==> config.mk <==
export PLATFORM = sky130hd
export DESIGN_NAME = mext_issue_unit
export DESIGN_NICKNAME = d
export VERILOG_FILES = /design/src/rtl/mext_issue_unit_pkg.sv /design/src/rtl/mext_issue_unit.sv
export SDC_FILE = /design/constraint.sdc
export NUM_CORES = 1
export LEC_CHECK = 0
export ABC_AREA = 0
export BUFFER_PORTS_ARGS = -buffer_cell sky130_fd_sc_hd__buf_4
export CORE_ASPECT_RATIO = 1.5
export CORE_MARGIN = 8
export CORE_UTILIZATION = 47
export DETAILED_ROUTE_END_ITERATION = 10
export PLACE_DENSITY = 0.83
export SYNTH_ARGS = -nofsm -noshare
export SYNTH_HDL_FRONTEND = slang
export SYNTH_SLANG_ARGS = --single-unit
==> constraint.sdc <==
create_clock -name clk -period 2.35 [get_ports clk]
set_input_delay 0.235 -clock clk [delete_from_list [all_inputs] [get_ports clk]]
set_output_delay 0.235 -clock clk [all_outputs]
set_load 0.01 [all_outputs]
==> src/rtl/mext_issue_unit_pkg.sv <==
// Shared types for the M-extension issue path: multiplier operation encoding.
package mext_issue_unit_pkg;

  typedef enum logic [2:0] {
    MUL_NONE = 3'd0,
    MUL      = 3'd1,
    MULH     = 3'd2,
    MULHSU   = 3'd3,
    MULHU    = 3'd4
  } riscv_mul_op_e;

endpackage

==> src/rtl/mext_issue_unit.sv <==
// RV32M issue unit: decodes a multiply request, hands operands to the iterative
// multiplier, collects its result and returns it to writeback tagged with rd.
module mext_issue_unit
  import mext_issue_unit_pkg::*;
#(
  parameter bit          ZERO_BYPASS = 1'b1,
  parameter int unsigned RD_W        = 5
) (
  input  logic            clk,
  input  logic            rst,
  input  logic            flush,
  input  logic            req_valid,
  output logic            req_ready,
  input  logic [2:0]      req_funct3,
  input  logic [31:0]     req_rs1,
  input  logic [31:0]     req_rs2,
  input  logic [RD_W-1:0] req_rd,
  output logic            mul_valid,
  input  logic            mul_ready,
  output logic [31:0]     mul_a,
  output logic [31:0]     mul_b,
  output riscv_mul_op_e   mul_op,
  input  logic            rsp_valid,
  output logic            rsp_ready,
  input  logic [31:0]     rsp_data,
  output logic            wb_valid,
  input  logic            wb_ready,
  output logic [RD_W-1:0] wb_rd,
  output logic [31:0]     wb_data,
  output logic            wb_err,
  output logic            busy
);

  localparam int unsigned XLEN = 32;

  typedef enum logic [2:0] {
    S_IDLE  = 3'd0,
    S_ISSUE = 3'd1,
    S_WAIT  = 3'd2,
    S_WB    = 3'd3,
    S_DRAIN = 3'd4
  } state_e;

  state_e            state_q, state_d;
  logic [XLEN-1:0]   a_q, a_d;
  logic [XLEN-1:0]   b_q, b_d;
  logic [RD_W-1:0]   rd_q, rd_d;
  logic [XLEN-1:0]   data_q, data_d;
  logic              err_q, err_d;
  riscv_mul_op_e     op_q, op_d;
  logic              accept;

  function automatic riscv_mul_op_e decode_op(input logic [2:0] f3);
    case (f3)
      3'b000:  return MUL;
      3'b001:  return MULH;
      3'b010:  return MULHSU;
      3'b011:  return MULHU;
      default: return MUL_NONE;
    endcase
  endfunction

  // State and payload registers
  always_ff @(posedge clk) begin
    if (rst) begin
      state_q <= S_IDLE;
      a_q     <= '0;
      b_q     <= '0;
      rd_q    <= '0;
      data_q  <= '0;
      err_q   <= 1'b0;
      op_q    <= MUL_NONE;
    end else begin
      state_q <= state_d;
      a_q     <= a_d;
      b_q     <= b_d;
      rd_q    <= rd_d;
      data_q  <= data_d;
      err_q   <= err_d;
      op_q    <= op_d;
    end
  end

  // Next state, payload updates and handshake outputs; flush outranks everything
  always_comb begin
    state_d   = state_q;
    a_d       = a_q;
    b_d       = b_q;
    rd_d      = rd_q;
    data_d    = data_q;
    err_d     = err_q;
    op_d      = op_q;
    req_ready = 1'b0;
    mul_valid = 1'b0;
    rsp_ready = 1'b0;
    wb_valid  = 1'b0;
    accept    = 1'b0;

    case (state_q)
      S_IDLE: begin
        req_ready = !rst && !flush;
        accept    = req_valid && req_ready;
        if (accept) begin
          a_d    = req_rs1;
          b_d    = req_rs2;
          rd_d   = req_rd;
          op_d   = decode_op(req_funct3);
          data_d = '0;
          err_d  = 1'b0;
          if (req_funct3[2]) begin
            err_d   = 1'b1;
            state_d = S_WB;
          end else if (ZERO_BYPASS && (req_rs1 == '0 || req_rs2 == '0)) begin
            state_d = S_WB;
          end else begin
            state_d = S_ISSUE;
          end
        end
      end

      S_ISSUE: begin
        mul_valid = 1'b1;
        // A flush racing an accepted issue must still absorb the multiplier's answer
        if (flush) begin
          state_d = mul_ready ? S_DRAIN : S_IDLE;
        end else if (mul_ready) begin
          state_d = S_WAIT;
        end
      end

      S_WAIT: begin
        rsp_ready = 1'b1;
        if (flush) begin
          state_d = rsp_valid ? S_IDLE : S_DRAIN;
        end else if (rsp_valid) begin
          data_d  = rsp_data;
          state_d = S_WB;
        end
      end

      S_WB: begin
        wb_valid = 1'b1;
        if (flush || wb_ready) begin
          state_d = S_IDLE;
        end
      end

      S_DRAIN: begin
        rsp_ready = 1'b1;
        if (rsp_valid) begin
          state_d = S_IDLE;
        end
      end

      default: begin
        state_d = S_IDLE;
      end
    endcase
  end

  assign mul_a   = a_q;
  assign mul_b   = b_q;
  assign mul_op  = op_q;
  assign wb_rd   = rd_q;
  assign wb_data = data_q;
  assign wb_err  = err_q;
  assign busy    = (state_q != S_IDLE);

  // Interface protocol properties
  a_mul_stable : assert property (@(posedge clk) disable iff (rst)
    (mul_valid && !mul_ready) |=> $stable({mul_a, mul_b, mul_op}));

  a_wb_stable : assert property (@(posedge clk) disable iff (rst)
    (wb_valid && !wb_ready) |=> $stable({wb_rd, wb_data, wb_err}));

  a_rsp_state : assert property (@(posedge clk) disable iff (rst)
    (rsp_valid && rsp_ready) |-> (state_q == S_WAIT || state_q == S_DRAIN));

endmodule

==> run metrics, run 1 <==
Die ar. 11,800 sq um; Worst-path clk slew 70 ps; CP Buf/Inv Count 1; clock latency on the worst-skew pair ~340 ps; DR pass1 iterations 5; vias in the first global route around 4.2k; status finished clean; maxcap violations 0; DP HPWL around 10,000 um; # resized after CTS 0; # hold bufs at CTS 0; initial core utilization 47.8%; most common cell after layout, fill and taps aside buf_4; CORE AREA 8360 sq um; num rows 41; RSZ-0062 raised after global routing false; Crit Path Class reg2reg; IO Port Bufs 220; Global Route Usage Sum a little over a fifth; Inst Count DP between 700 and 800; vias per cell 5.18; clk buf depth 2; Least-Margin Pin Slew between 700 and 800 ps; Hold WC Path Type in2reg; H-Tree Depth 3; Rel. slew slack approximately 50%; TNS Setup 0 ps; CP top delay family simple AND/OR/NAND/NOR gates; P_int approximately 0.0029 W; final setup fails 0; Final Non-Filler Cells around 800; first-pass GRT wire length roughly 21,000 um; Die X 91.3 um; gp weighted congestion 0.840; yosys synthesis warning count 0; clk sink count between 100 and 150; fin nets 797; ant diodes 0; DRC errors left 0; Fmax between 500 and 600 MHz; DRT antenna net count 0; CTS tree built; register area around 2200 sq um; TritonCTS buffer count 9; PwrDens between 600 and 700 nW/um^2; Final min period ~1900 ps; largest net degree at the start of global routing 67; Final Hold Viols 0; DR iter-0 viols ~210; Data arrival, critical path roughly 2200 ps; syn_area_per_cell ~8.3 sq um; DRT Wirelength between 10,000 and 15,000 um; area of the multi-input gates between 1500 and 2000 sq um; most frequent cells in the layout buf_4 (228), nand2_1 (144), dfxtp_1 (108); Critical Path Start Type flip-flop; Max IR drop VDD 0.000479 V; Setup Fix Bufs, Post-CTS 0; Setup crit end kind flip-flop; GR Overflow Total 0; layout cells sized above 1 between 30% and 40%; switching pwr roughly 0.00084 W; drt wl/cell 16.7 um; CP Cell Sequence nor4_2 > and2_2 > buf_4 > nand2_1 > a21oi_1; leakage dissipation between 2 and 3 nW; antenna violations before repair 0; Filler cells between 600 and 700; P&R area growth vs syn 48.7%; period utilisation layout 82.5%; Worst Skew about 6.7 ps; Post-Syn Instances 484; I/O Pins 221; CTS root buf clkbuf_16; Final Max Tran Viols 0; syn nets 595; Critical-path top delay cell and2_2; post-synthesis cell type count 31; Syn Std Cell Area around 4000 sq um; FF+latch count, synth between 100 and 150; via count 4,128; Reg power frac 51.3%; Combinational Power Share between 10% and 20%; Critical Path Fanout Max 25; CP max stage delay approximately 520 ps; register area share after synthesis between 50 and 60%; Switching Share a little under a quarter; clock share of power around 37%; Worst EP required 2620 ps; DIE HEIGHT 129 um
cells by family after synthesis:
family          count (synthesis)  share of synthesized area (%)
compound gates                116                           17.1
xor+xnor                        2                          0.438
buf+inv                        38                           4.91
flops                         108                           54.1
simple gates                  220                           23.5
synth_stat cells (all sizes together):
cell type	number	area, sq um
nand4	5	31.3
nor2	37	139
nand2	145	544
and2	2	12.5
nor2b	2	12.5
xnor2	1	8.76
nor4	17	113
a2111oi	1	15.0
inv	1	3.75
nor3b	2	15.0
or3b	1	8.76
a211o	1	8.76
nand3	1	5.00
dfxtp	108	2160
nor3	2	15.0
a21boi	1	7.51
a22oi	32	240
a21oi	77	385
or3	2	12.5
buf	25	148
and3b	2	17.5
nand3b	2	15.0
o21ai	2	10.0
xor2	1	8.76
clkbuf	12	45.0
o21a	1	7.51
o211ai	1	7.51
cell type report:
type / count / share of cell area (%)
flip-flops and latches: 108 / 36.4
repair buffers: 228 / 28.8
multi-input cells: 338 / 28.0
clock buffers: 14 / 4.44
well taps: 107 / 2.25
clock inverters: 1 / 0.126
inverters: 1 / 0.0631
routing by layer:
metal / part of all wire [%] / GRT usage (%) / up-vias
li1: - / - / 2042
met1: 35 / 20.9 / 1882
met2: 52 / 38.5 / 186
met3: 11 / 11.8 / 18
met4: 2.1 / 8.62 / 0
met5: 0 / 0 / -
path summary, 6_finish.rpt:
| path | endpoint | startpoint | slack [ps] | depth (start not counted) |
|---|---|---|---|---|
| min | state_q[0] | flush | 140 | 2 |
| max | mul_a[8] | state_q[1] | 410 | 5 |
| min reg2reg | mul_b[10] | mul_b[10] | 450 | 2 |
| max reg2reg | mul_a[8] | state_q[1] | 410 | 5 |
worst reg2reg max path, stage by stage (launching register included):
cell,delay (ps)
dfxtp_1,430
nor4_2,390
and2_2,520
buf_4,310
nand2_1,90
a21oi_1,140
per-stage QoR:
| step | setup slack [ps] | util, % | power (W) | hold WS [ps] | cell area, sq um |
|---|---|---|---|---|---|
| global route | 187 | 71.1 | 0.00387 | 137 | 5940 |
| finish | 411 | 71.1 | 0.00371 | 138 | 5940 |
| CTS | 316 | 71.0 | 0.00375 | 130 | 5940 |
| global placement | 464 | 67.8 | 0.00236 | 441 | 5670 |
| detailed placement | 328 | 67.8 | 0.00237 | 447 | 5670 |
| floorplan | 1060 | - | 0.00211 | 311 | 4000 |
power by group through the flow:
stage               Sequential (W)  Clock [W]  Combinational [W]
floorplan                  0.00196          0           0.000146
global placement           0.00194          0           0.000420
detailed placement         0.00195          0           0.000429
CTS                        0.00190    0.00141           0.000431
global route               0.00191    0.00150           0.000466
finish                     0.00190    0.00138           0.000430
sequential cells by signal (all words and copies together), names as in the netlist:
signal,flops
wb_data,32
state_q,3
mul_a,32
mul_op,3
wb_rd,5
mul_b,32
wb_err,1
Power figures use the tool's default switching activity.
==> run 2, diff against run 1 <==
- CORE_UTILIZATION: 47 -> 40
- PLACE_DENSITY: 0.83 -> 0.75
- clock period: 2.35 -> 1.78 ns (I/O delays scaled with it)
==> run metrics, run 2 (synthesis results as in run 1) <==
maxcap violations 0 (unchanged); Worst EP required 2010 ps (-610 ps); ant diodes 0 (unchanged); fin nets 800 (+0.38%); met3 usage 8.88% (-2.9 points); busiest grt layer met2; Worst-path clk slew 70 ps (about the same); DIE HEIGHT 138 um (+7.4%); clock share of power 42.5% (+5.4 points); Switching Share 21.3% (-1.4 points); switching pwr 0.00114 W (+36%); clk buf depth 2 (unchanged); Data arrival, critical path 1840 ps (-360 ps); PwrDens 881 nW/um^2 (+41%); final setup margin 166 ps (-245 ps); Reg2Reg Depth 5 (unchanged); clock latency on the worst-skew pair 330 ps (about the same); Die X 97.6 um (+6.9%); final core utilization 62.9% (-8.2 points); CTS root buf clkbuf_16; largest net degree at the start of global routing 73 (+9.0%); DR pass1 iterations 4 (-1); H-Tree Depth 3 (unchanged); layout cells sized above 1 36.3% (+0.66 points); I/O Pins 221 (unchanged); DRC errors left 0 (unchanged); Crit Path Class reg2reg; clk sink count 108 (unchanged); Global Route Usage Sum 18.9% (-2.9 points); Combinational Power Share 10.9% (-0.7 points); most frequent cells in the layout buf_4 (228), nand2_1 (144), dfxtp_1 (108); # hold bufs at CTS 0 (unchanged); grt met1 use 18.5% (-2.4 points); Hold WC Path Type in2reg; DRT antenna net count 0 (unchanged); period utilisation layout 90.7% (+8.2 points); initial core utilization 41.3% (-6.6 points); Worst Skew 4.91 ps (-1.81 ps); Final Max Tran Viols 0 (unchanged); Least-Margin Pin Slew 826 ps (+73.4 ps); Rel. slew slack 44.7% (-4.9 points); final setup fails 0 (unchanged); DR iter-0 viols 147 (-29%); Critical Path Fanout Max 11 (-56%); worst slack, placed -118 ps (-446 ps); IO Port Bufs 220 (unchanged); num rows 44 (+7.3%); GR Overflow Total 0 (unchanged); via count 4,117 (-0.27%); vias per cell 5.09 (-1.7%); leakage dissipation 2.61 nW (+2.7%); Fmax 619 MHz (+20%); TNS Setup 0 ps (unchanged); P&R area growth vs syn 52.4%; antenna violations before repair 0 (unchanged); Setup crit end kind flip-flop; Reg power frac 46.7% (-4.6 points); CTS tree built; hold path cells 2 (unchanged); RSZ-0062 raised after global routing false; DRT Wirelength 13,300 um (+0.35%); first-pass GRT wire length 21,300 um (+2.6%); Max IR drop VDD 0.000679 V (+42%); gp weighted congestion 0.794 (-5.4%); P_int 0.00423 W (+47%); Final min period 1610 ps (-325 ps); vias in the first global route 4,294 (+2.6%); Inst Count DP 793 (+1.4%); status finished clean; most common cell after layout, fill and taps aside buf_4; Critical Path Start Type flip-flop; Die ar. 13,500 sq um (+15%); Final Hold Viols 0 (unchanged); DP HPWL 10,400 um (+0.26%); GR Util met2 33.3% (-5.2 points); TritonCTS buffer count 9 (unchanged); CORE AREA 9690 sq um (+16%); Final Non-Filler Cells 809 (+1.5%); drt wl/cell 16.5 um (-1.1%)
[run 2: worst max-delay path, cell delays in order, from the launching register on]
cell and delay [ps]:
dfxtp_1 400, buf_4 200, and3b_1 200, o21ai_0 330
o211ai_1 180, o21a_1 200
[run 2: worst paths after layout]
kind                                    to  slack (ps)  startpoint
worst max-delay path            state_q[1]         170  state_q[1]
worst min-delay path            state_q[0]          80       flush
worst max register to register  state_q[1]         170  state_q[1]
worst min register to register   mul_a[29]         460   mul_a[29]
[run 2: layer usage]
metal  part of all wire [%]  vias to the layer above
met4                    2.9                        0
li1                       -                     2042
met2                     51                      157
met3                     10                       23
met1                     36                     1895
met5                      0                        -
[run 2: layout make-up]
| cell class | count | area [sq um] |
|---|---|---|
| Clock buffer | 12 | 256 |
| Clock inverter | 4 | 95.1 |
| Fill cell | 858 | 3590 |
| Inverter | 1 | 3.75 |
| Multi-Input combinational cell | 338 | 1660 |
| Sequential cell | 108 | 2160 |
| Tap cell | 115 | 144 |
| Timing Repair Buffer | 231 | 1770 |
[run 2: power by group through the flow]
stage          sequential (W)  clock (W)  combinational (W)
4_1_cts               0.00251    0.00232           0.000590
5_1_grt               0.00251    0.00242           0.000634
6_report              0.00251    0.00228           0.000584
3_3_place_gp          0.00256          0           0.000575
2_1_floorplan         0.00259          0           0.000192
3_5_place_dp          0.00256          0           0.000587
[run 2: per-stage QoR]
stage               power (W)  area (sq um)  hold slack [ps]
CTS                   0.00542          6090             66.8
finish                0.00537          6090             82.3
global placement      0.00313          5740              422
detailed placement    0.00315          5740              429
global route          0.00556          6090             74.4
floorplan             0.00278          4000              254
[run 2: what timing repair did]
item,4_1_cts,5_1_grt
endpoints found under the hold margin,0,0
buffers inserted,0,0
gates resized for setup,1,0
endpoints found under the setup margin,32,0
==> run 3, diff against run 2 <==
- CORE_ASPECT_RATIO: 1.5 -> 0.7
- CORE_UTILIZATION: 40 -> 44
- PLACE_DENSITY: 0.75 -> 0.78
- clock period: 1.78 -> 1.8 ns (I/O delays scaled with it)
==> run metrics, run 3 (synthesis results as in run 1) <==
layout cells sized above 1 36.7% (+0.43 points); drt wl/cell 16.3 um (-1.1%); Final min period 1640 ps (+28.4 ps); Worst-path clk slew 70 ps (about the same); period utilisation layout 91.3% (+0.57 points); Final Hold Viols 0 (unchanged); final setup fails 0 (unchanged); leakage dissipation 2.61 nW (+0.13%); clock latency on the worst-skew pair 330 ps (about the same); most frequent cells in the layout buf_4 (229), nand2_1 (144), dfxtp_1 (108); PwrDens 874 nW/um^2 (-0.80%); Critical-path top delay cell dfxtp_1; most common cell after layout, fill and taps aside buf_4; TritonCTS buffer count 9 (unchanged); P_int 0.00419 W (-0.99%); Hold Slack 85.5 ps (+3.27 ps); vias in the first global route 4,244 (-1.2%); Fmax 609 MHz (-1.7%); # hold bufs at CTS 0 (unchanged); first-pass GRT wire length 20,800 um (-2.1%); IO Port Bufs 220 (unchanged); Critical Path Start Type flip-flop; switching pwr 0.00116 W (+1.6%); Total Power 0.00535 W (-0.43%); Least-Margin Pin Slew 718 ps (-107 ps); DIE HEIGHT 95.8 um (-31%); CP max stage delay 440 ps (+40 ps); CP Cell Sequence nor4_4 > and2_2 > buf_4 > nand4_1 > a21oi_1; fin nets 800 (unchanged); TNS Setup 0 ps (unchanged); Combinational Power Share 10.9% (about the same); Final Non-Filler Cells 818 (+1.1%); via count 4,172 (+1.3%); num rows 29 (-34%); Data arrival, critical path 1900 ps (+60 ps); P&R area growth vs syn 53.0%; CORE AREA 8960 sq um (-7.5%); Die ar. 12,400 sq um (-7.9%); CTS root buf clkbuf_16; clock share of power 42.7% (+0.2 points); Worst EP required 2060 ps (+50 ps); DR pass1 iterations 5 (+1); ant diodes 0 (unchanged); DRC errors left 0 (unchanged); DP HPWL 10,100 um (-2.4%); Reg power frac 46.4% (-0.3 points); Die X 130 um (+33%); H-Tree Depth 3 (unchanged); status finished clean; Final Max Tran Viols 0 (unchanged); clk sink count 108 (unchanged); RSZ-0062 raised after global routing false; Global Route Usage Sum 20.7% (+1.8 points); Crit Path Class reg2reg; largest net degree at the start of global routing 69 (-5.5%); DRT Wirelength 13,300 um (about the same); Rel. slew slack 52.1% (+7.4 points); Switching Share 21.7% (+0.44 points); GR Overflow Total 0 (unchanged); antenna violations before repair 0 (unchanged); initial core utilization 44.6% (+3.3 points); clk buf depth 2 (unchanged); Critical Path Fanout Max 22 (+11); Hold WC Path Type in2reg; CTS tree built; I/O Pins 221 (unchanged); DR iter-0 viols 313 (+110%); Worst Skew 4.23 ps (-0.676 ps); DRT antenna net count 0 (unchanged); Setup crit end kind flip-flop; Inst Count DP 801 (+1.0%); vias per cell 5.10 (+0.22%); Max IR drop VDD 0.000627 V (-7.6%); maxcap violations 0 (unchanged); CP Buf/Inv Count 1 (unchanged); gp weighted congestion 0.804 (+1.2%); CP top delay family simple AND/OR/NAND/NOR gates
-- run 3: what timing repair did --
item	4_1_cts	5_1_grt
pin swaps	0	1
gates cloned	0	1
setup buffers	0	0
resized for setup	1	4
endpoints found under the setup margin	32	44
-- run 3: power groups by stage --
stage / clock, W / sequential [W] / combinational [W]
floorplan: 0 / 0.00256 / 0.000190
global placement: 0 / 0.00253 / 0.000560
detailed placement: 0 / 0.00254 / 0.000572
CTS: 0.00233 / 0.00248 / 0.000575
global route: 0.00242 / 0.00249 / 0.000633
finish: 0.00228 / 0.00248 / 0.000582
-- run 3: cell type report --
class	instances	area, sq um
multi-input combinational	339	1700
inverter	1	3.75
timing repair buffer	230	1740
sequential	108	2160
clock inverter	5	108
tap	124	155
clock buffer	11	253
fill	749	2850
-- run 3: through the flow --
| stage | utilization [%] | instance area, sq um | setup WS, ps |
|---|---|---|---|
| 2_1_floorplan | - | 4000 | 514 |
| 3_3_place_gp | 63.8 | 5710 | -105 |
| 3_5_place_dp | 63.8 | 5710 | -267 |
| 4_1_cts | 67.9 | 6080 | 79.2 |
| 5_1_grt | 68.3 | 6120 | 7.64 |
| 6_report | 68.3 | 6120 | 157 |
-- run 3: layer usage --
layer / vias to the layer above / GRT usage [%] / routed length [um]
met5: - / 0 / 0
met4: 0 / 5.39 / 204
met3: 16 / 8.14 / 1270
met2: 146 / 36.0 / 6520
met1: 1961 / 23.7 / 5330
li1: 2049 / - / -
-- run 3: worst register-to-register path: cells and delay by family, from the launching register on --
kind / cells / cell delay (ps)
AO/OA/AOI/OAI: 1 / 150
AND/OR/NAND/NOR: 3 / 710
flip-flops: 1 / 440
buffers and inverters: 1 / 250
-- run 3: path summary, 6_finish.rpt --
kind	depth (start not counted)	slack, ps	end	from
min	3	90	wb_rd[1]	req_rd[1]
max	5	160	mul_op[2]	state_q[1]
min reg2reg	2	450	mul_b[9]	mul_b[9]
max reg2reg	5	160	mul_op[2]	state_q[1]
